### src/rtl/mips_alu.sv
// Execute-stage integer ALU for the MIPS datapath.
// Result and status flags are registered with one cycle of latency.
module mips_alu #(
  parameter int WIDTH = 32
) (
  input  logic             clk,
  input  logic             rst,
  input  logic [WIDTH-1:0] A,
  input  logic [WIDTH-1:0] B,
  input  logic [3:0]       control,
  output logic [WIDTH-1:0] S,
  output logic             carryout,
  output logic             zero,
  output logic             overflow
);

  localparam logic [3:0] OP_AND = 4'b0000;
  localparam logic [3:0] OP_OR  = 4'b0001;
  localparam logic [3:0] OP_ADD = 4'b0010;
  localparam logic [3:0] OP_SUB = 4'b0110;
  localparam logic [3:0] OP_SLT = 4'b0111;
  localparam logic [3:0] OP_NOR = 4'b1100;

  logic [WIDTH:0]   sum;
  logic [WIDTH:0]   diff;
  logic             ovf_add;
  logic             ovf_sub;
  logic             lt;
  logic [WIDTH-1:0] s_nxt;
  logic             c_nxt;
  logic             v_nxt;

  assign sum  = {1'b0, A} + {1'b0, B};
  assign diff = {1'b0, A} + {1'b0, ~B}
              + {{WIDTH{1'b0}}, 1'b1};

  assign ovf_add = (A[WIDTH-1] == B[WIDTH-1])
                && (sum[WIDTH-1] != A[WIDTH-1]);
  assign ovf_sub = (A[WIDTH-1] != B[WIDTH-1])
                && (diff[WIDTH-1] != A[WIDTH-1]);

  // Sign of the difference corrected by overflow gives a true signed compare.
  assign lt = diff[WIDTH-1] ^ ovf_sub;

  always_comb begin
    s_nxt = '0;
    c_nxt = 1'b0;
    v_nxt = 1'b0;
    case (control)
      OP_AND: s_nxt = A & B;
      OP_OR:  s_nxt = A | B;
      OP_ADD: begin
        s_nxt = sum[WIDTH-1:0];
        c_nxt = sum[WIDTH];
        v_nxt = ovf_add;
      end
      OP_SUB: begin
        s_nxt = diff[WIDTH-1:0];
        c_nxt = diff[WIDTH];
        v_nxt = ovf_sub;
      end
      OP_SLT: s_nxt = {{(WIDTH-1){1'b0}}, lt};
      OP_NOR: s_nxt = ~(A | B);
      default: s_nxt = '0;
    endcase
  end

  always_ff @(posedge clk or posedge rst) begin
    if (rst) begin
      S        <= '0;
      carryout <= 1'b0;
      zero     <= 1'b1;
      overflow <= 1'b0;
    end else begin
      S        <= s_nxt;
      carryout <= c_nxt;
      zero     <= ~|s_nxt;
      overflow <= v_nxt;
    end
  end

endmodule

### config.mk
export PLATFORM = sky130hd
export DESIGN_NAME = mips_alu
export DESIGN_NICKNAME = d
export VERILOG_FILES = /design/src/rtl/mips_alu.sv
export SDC_FILE = /design/constraint.sdc
export NUM_CORES = 1
export LEC_CHECK = 0
export CORE_MARGIN = 8
export CORE_UTILIZATION = 35
export CTS_CLUSTER_DIAMETER = 120
export DETAILED_ROUTE_END_ITERATION = 12
export GPL_TIMING_DRIVEN = 0
export PLACE_DENSITY = 0.62
export SYNTH_ARGS = -nofsm -noshare
export SYNTH_HDL_FRONTEND = slang
export SYNTH_SLANG_ARGS = --single-unit
### constraint.sdc
create_clock -name clk -period 1.06 [get_ports clk]
set_input_delay 0.159 -clock clk [delete_from_list [all_inputs] [get_ports clk]]
set_output_delay 0.159 -clock clk [all_outputs]
set_load 0.01 [all_outputs]
==> Yosys cells after proc, flatten, opt, wreduce, memory -nomap -nowiden <==
Cells that the tools add are included.
{ "word_totals": {"regBits": 35, "input_bits": 70, "out_inout_bits": 35, "elab_cells": 29} }
{ "classes": {"n_addsub": 3, "n_eq_ne": 9, "n_mux": 3, "bitwise": 5, "n_reduce_logical": 5} }
{ "ops": {"columns": ["cell", "n"], "rows": [
  ["$pmux W32 S6", 1],
  ["$add A32 B32 Y33", 2],
  ["$not A32 Y32", 2],
  ["$add A33 B1 Y33 const B", 1],
  ["$and A32 B32 Y32", 1],
  ["$or A32 B32 Y32", 1],
  ["$reduce_or A32 Y1", 1],
  ["$eq A4 B3 Y1 const B", 2],
  ["$eq A4 B1 Y1 const B", 1],
  ["$eq A4 B2 Y1 const B", 1],
  ["$eq A4 B4 Y1 const B", 1],
  ["$logic_not A4 Y1", 1],
  ["$pmux W1 S2", 2],
  ["$ne A1 B1 Y1", 3],
  ["$logic_and A1 B1 Y1", 2],
  ["$eq A1 B1 Y1", 1],
  ["$logic_not A1 Y1", 1],
  ["$xor A1 B1 Y1", 1]
]} }

==> Logic depth before layout (Yosys ltp) <==
{ "depth": {"word_depth": 9, "ltp_mapped": 22, "ltp_nobuf": 21} }

==> Worst setup path before layout <==
Ideal clock, no wire load.
{ "synth_timing": {"path_type": "input to register", "start": "input B[14]", "end": "register zero", "setup_time_ns": 0.068, "arrival_time_ns": 3.933, "required_time_ns": 0.992, "setup_slack_ns": -2.941, "path_stages": 20, "n_path_buf": 1, "path_cell_list": "inv_1 > ha_1 > buf_2 > nor2b_1 > o21a_1 > a211oi_1 > nor4b_2 > a211oi_1 > o211a_1 > or2_2 > a21oi_1 > o21bai_1 > fa_1 > nand3_1 > nor2_1 > a21oi_1 > o211ai_1 > a2111oi_2 > or4b_1 > nor2_1"} }
{ "synth_via": {"word_cells_on_any_way": 13, "cone_classes": "add/sub (3); eq/ne (1); mux (1); bitwise (5); reduce/logical (3)"} }
{ "synth_rtl": {"columns": ["element", "line_no", "rtl"], "rows": [
  ["start: declaration", "9", "input logic [WIDTH-1:0] B,"],
  ["$not A32 Y32", "34", "assign diff = {1'b0, A} + {1'b0, ~B}"],
  ["$add A32 B32 Y33", "34", null],
  ["$add A33 B1 Y33", "35", "+ {{WIDTH{1'b0}}, 1'b1};"],
  ["$pmux W32 S6 (*)", "49", "case (control)"],
  ["via s_nxt[31]", "29", "logic [WIDTH-1:0] s_nxt;"],
  ["$reduce_or A32 Y1 (*)", "77", "zero <= ~|s_nxt;"],
  ["$logic_not A1 Y1 (*)", "77", null],
  ["end signal: assignment", "77", null],
  ["end: declaration", "13", "output logic zero,"]
]} }
The timed path passes the listed nets; every way through them passes the cells marked *.

==> Worst setup path after layout <==
{ "layout_timing": {"start": "input A[11]", "end": "register zero"} }
{ "layout_via": {"elab_chain_len": 8, "word_cells_on_any_way": 12, "cone_classes": "add/sub (3); eq/ne (1); mux (1); bitwise (4); reduce/logical (3)"} }
{ "layout_lines": {"columns": ["element", "line_no", "rtl"], "rows": [
  ["start: declaration", "8", "input logic [WIDTH-1:0] A,"],
  ["$add A32 B32 Y33 (*)", "34", null],
  ["$add A33 B1 Y33 (*)", "35", null],
  ["$ne A1 B1 Y1", "40", "&& (diff[WIDTH-1] != A[WIDTH-1]);"],
  ["$logic_and A1 B1 Y1", "40", null],
  ["$xor A1 B1 Y1 (*)", "43", "assign lt = diff[WIDTH-1] ^ ovf_sub;"],
  ["$pmux W32 S6 (*)", "49", null],
  ["via s_nxt[0]", "29", null],
  ["$reduce_or A32 Y1 (*)", "77", null],
  ["$logic_not A1 Y1 (*)", "77", null]
]} }
Marked as above.

==> run_results.csv <==
group,metric,value,unit
synthesis,synth_warnings,0,
setup_path,crit_path_cell_trace,"buf_8, inv_4, ha_4, buf_8, or3_1, buf_6, nor4_4, a21oi_4, a211oi_4, o211a_1, or2_4, a21oi_4, o21bai_4, fa_2, o32ai_2, nand2_1, o211ai_1, or4_4, or3_4, nor4_4, and4b_1, nand4_1, nor2_1",
placement,post-dp-hpwl,24.69,mm
timing,setup_viol_count_final,35,
synthesis,synth_cell_types,100,
floorplanning,die_height,160.1,µm
cts,clock-sinks,35,
final_layout,syn2layout_area_growth,56.90,%
worst_hold_path,timing.hold.worst.class,"in -> async",
placement,gp_congestion,0.9781,
timing,grt_setup_unrepaired,"true",
run,max_cap_violations,0,
setup_path,arrival_time_at_the_worst_endpoint,4320,ps
global_routing,number_of_antenna_violations_at_the_first_check_in_global_routing,1,
outcome,failed_checks,"setup timing",
drt,post-route-drc-count,0,
floorplanning,chipWidth,160.1,µm
synthesis,yosys_register_bits,35,
power,power_leakage,4.723,nW
global_routing,wire_length_of_the_first_global_routing_pass,51.48,mm
floorplanning,rows,52,
placement,place.port_buffers,103,
floorplanning,ios,105,
power,power.density_cell_area,798.9,mW/mm²
final_layout,final_instance_area,0.01140,mm²
final_layout,fillerInstances,1890,
setup_path,cpLargestDelayFamily,"simple AND/OR/NAND/NOR gates",
setup_path,critPathBufInv,4,
final_layout,finalNetCount,1357,
timing,maxClockFrequency,0.2433,GHz
cts,ctsHtreeMaxLevel,2,
drt,post_drt_wl_per_cell,23.62,µm
setup_path,required_time_at_the_endpoint_of_the_critical_path,1270,ps
synthesis,synthesized_area,0.007266,mm²
synthesis,synth-edff-count,0,
global_routing,grt_start_max_net_pins,36,
placement,placedCellCount,1334,
cts,cts_max_path_buffers,2,
cts,clock_buffers_created_by_tritoncts,5,
synthesis,ys_seq_area_frac,0.1207,
setup_path,worst-path-max-fanout,4,
power,worst_ir_drop_vdd,0.0005380,V
global_routing,grt-ovfl-total,0,
synthesis,synth.top_cell.area_share,0.1877,
final_layout,final_cell_count_without_fillers,1447,
synthesis,main_area_contributors_after_synthesis,"sky130_fd_sc_hd__ha_1 19%, sky130_fd_sc_hd__dfrtp_1 12%, sky130_fd_sc_hd__inv_1 5.2%, sky130_fd_sc_hd__a21oi_1 4.7%, sky130_fd_sc_hd__nor2_1 3.3%",
setup_path,timing.critical_path.from_type,"input port",
drt,wl,34.17,mm
global_routing,gr_usage_total,0.2499,
timing,timing_worst_slew_pin_value,751.8,ps
cts,cts_tree,"done",
timing,min_cycle_time_layout,4111,ps
final_layout,drive_above_1_share,0.4065,
floorplanning,initial_utilization,0.3579,
timing,post-route-worst-setup-slack,-3051,ps
synthesis,post_synth.cell_area_avg,7.561,µm²
synthesis,postSynthCellCount,961,
timing,finalHoldViolations,0,
setup_path,end_kind,"register",
drt,via_cell_ratio,6.291,
timing,slew_headroom,0.4978,
drt,dr_total_vias,9103,
synthesis,synth_largest_area_cell,"sky130_fd_sc_hd__ha_1",
synthesis,syn-num-nets,1143,
cts,clock_tree.root_cell,"sky130_fd_sc_hd__clkbuf_16",
placement,placedInstanceArea,0.009019,mm²
timing,drv_slew,0,
outcome,status,"finished, violations left",
final_layout,post-route-util,0.5616,
cts,worst_setup_hold_path_clk_slew,60,ps
setup_path,type_of_the_setup_path_with_the_least_slack,"in -> reg",
drt,drtIter0Drc,1029,
synthesis,synth-async-reset-ratio,1.000,
setup_path,max_stage_delay,530,ps
drt,firstDrtPassIters,7,
global_routing,first_global_vias,8808,
drt,final_antenna_net_count,0,
floorplanning,floorplan.die_area,0.02563,mm²
timing,timing.final.crit_share,3.878,
floorplanning,placeableCoreArea,0.02030,mm²
synthesis,synth_ff_type,"sky130_fd_sc_hd__dfrtp_1",
setup_path,critical-path-slowest-cell,"sky130_fd_sc_hd__or4_4",
synth_stat cells (10+ instances only):
cell type / n
sky130_fd_sc_hd__nor2b_1: 11
sky130_fd_sc_hd__a21oi_1: 68
sky130_fd_sc_hd__nand2_1: 55
sky130_fd_sc_hd__o21a_1: 10
sky130_fd_sc_hd__a221o_1: 11
sky130_fd_sc_hd__nor2_1: 64
sky130_fd_sc_hd__o21bai_1: 15
sky130_fd_sc_hd__o22ai_1: 18
sky130_fd_sc_hd__o211ai_1: 15
sky130_fd_sc_hd__o31ai_1: 13
sky130_fd_sc_hd__inv_1: 100
sky130_fd_sc_hd__dfrtp_1: 34
sky130_fd_sc_hd__a21o_1: 10
sky130_fd_sc_hd__o21ai_0: 46
sky130_fd_sc_hd__o221ai_1: 11
sky130_fd_sc_hd__a22oi_1: 31
sky130_fd_sc_hd__nor4_1: 15
sky130_fd_sc_hd__buf_2: 13
sky130_fd_sc_hd__clkbuf_1: 32
sky130_fd_sc_hd__o22a_1: 11
sky130_fd_sc_hd__ha_1: 109
sky130_fd_sc_hd__nand4_1: 14
sky130_fd_sc_hd__nor3_1: 24
sky130_fd_sc_hd__nand3_1: 22
power by group:
group          internal [mW]  switching [mW]
registers               1.49          0.0397
logic                   2.70            3.42
clock network          0.930           0.529
total                   5.12            3.99
per-stage QoR:
| step | hold slack (ps) | TNS [ps] | worst slack, ps | power, mW |
|---|---|---|---|---|
| final | 357.3 | -49230 | -3051 | 9.107 |
| after global routing | 402.8 | -51010 | -3181 | 9.507 |
| after CTS | 374.2 | -60840 | -3429 | 8.477 |
| after detailed placement | 667.1 | -102920 | -4125 | 6.002 |
| after global placement | 673.1 | -103010 | -4122 | 6.006 |
| after floorplan | 312.6 | -39240 | -2679 | 4.324 |
metal layers:
metal | vias to the layer above | share of wire | global-route usage
met3 | 107 | 0.11 | 0.05450
met4 | 0 | 0.045 | 0.1066
met1 | 4350 | 0.42 | 0.3345
met2 | 595 | 0.43 | 0.3790
met5 | - | 0 | 0
li1 | 4051 | - | -
flip-flops by register name, summed over array words and instances, names as in the netlist:
| register | count |
|---|---|
| carryout | 1 |
| zero | 1 |
| S | 32 |
| overflow | 1 |
how the worst max path moves through the flow:
| stage | slack [ps] | startpoint | cells after the start | endpoint |
|---|---|---|---|---|
| floorplan | -2680 | B[9] | 21 | zero |
| global placement | -4120 | B[9] | 22 | zero |
| detailed placement | -4130 | B[9] | 22 | zero |
| CTS | -3430 | B[11] | 23 | zero |
| global route | -3180 | A[11] | 23 | zero |
| finish | -3050 | A[11] | 23 | zero |
repair_timing:
action,4_1_cts,5_1_grt
hold buffers,0,0
setup endpoints to repair,105,43
pin swaps,73,89
setup buffers,75,46
resized for setup,518,152
placed cells by master (no fill, tap or decap), types with 13 or more instances in the layout:
cell type	count
sky130_fd_sc_hd__buf_4	86
sky130_fd_sc_hd__clkdlybuf4s15_1	29
sky130_fd_sc_hd__o21ai_0	29
sky130_fd_sc_hd__nand2_1	50
sky130_fd_sc_hd__o22ai_1	15
sky130_fd_sc_hd__a21oi_2	13
sky130_fd_sc_hd__a21oi_1	49
sky130_fd_sc_hd__nor2_1	51
sky130_fd_sc_hd__clkdlybuf4s50_1	17
sky130_fd_sc_hd__clkbuf_2	20
sky130_fd_sc_hd__o211ai_1	15
sky130_fd_sc_hd__buf_6	57
sky130_fd_sc_hd__inv_1	53
sky130_fd_sc_hd__dfrtp_1	34
sky130_fd_sc_hd__a22oi_1	29
sky130_fd_sc_hd__ha_4	28
sky130_fd_sc_hd__ha_1	78
sky130_fd_sc_hd__inv_2	29
sky130_fd_sc_hd__nor3_1	18
sky130_fd_sc_hd__nand3_1	20
sky130_fd_sc_hd__buf_2	15
sky130_fd_sc_hd__nand4_1	14
cells by family (layout without fill, tap and decap cells):
kind of cell / count (synthesis) / after routing / synth area share
other: 0 / 1 / 0
muxes: 6 / 6 / 0.008782
xor gates and xnor gates: 5 / 5 / 0.006028
buffers and inverters: 165 / 380 / 0.09471
AOI/OAI and AO/OA: 371 / 371 / 0.3766
and+or+nand+nor: 267 / 267 / 0.1972
adders and majority gates: 112 / 112 / 0.1960
DFF: 35 / 35 / 0.1207
cell type report:
class / instances / area (µm²) / share of cell area
Antenna cell: 1 / 2.502 / 0.0002195
Multi-Input combinational cell: 761 / 7097 / 0.6225
Tap cell: 270 / 337.8 / 0.02963
Inverter: 104 / 496.7 / 0.04357
Clock buffer: 7 / 142.6 / 0.01251
Clock inverter: 1 / 5.005 / 0.0004390
Buffer: 54 / 500.5 / 0.04390
Sequential cell: 35 / 877.1 / 0.07694
Timing Repair Buffer: 214 / 1941 / 0.1702
(Power assumes the default switching activity.)
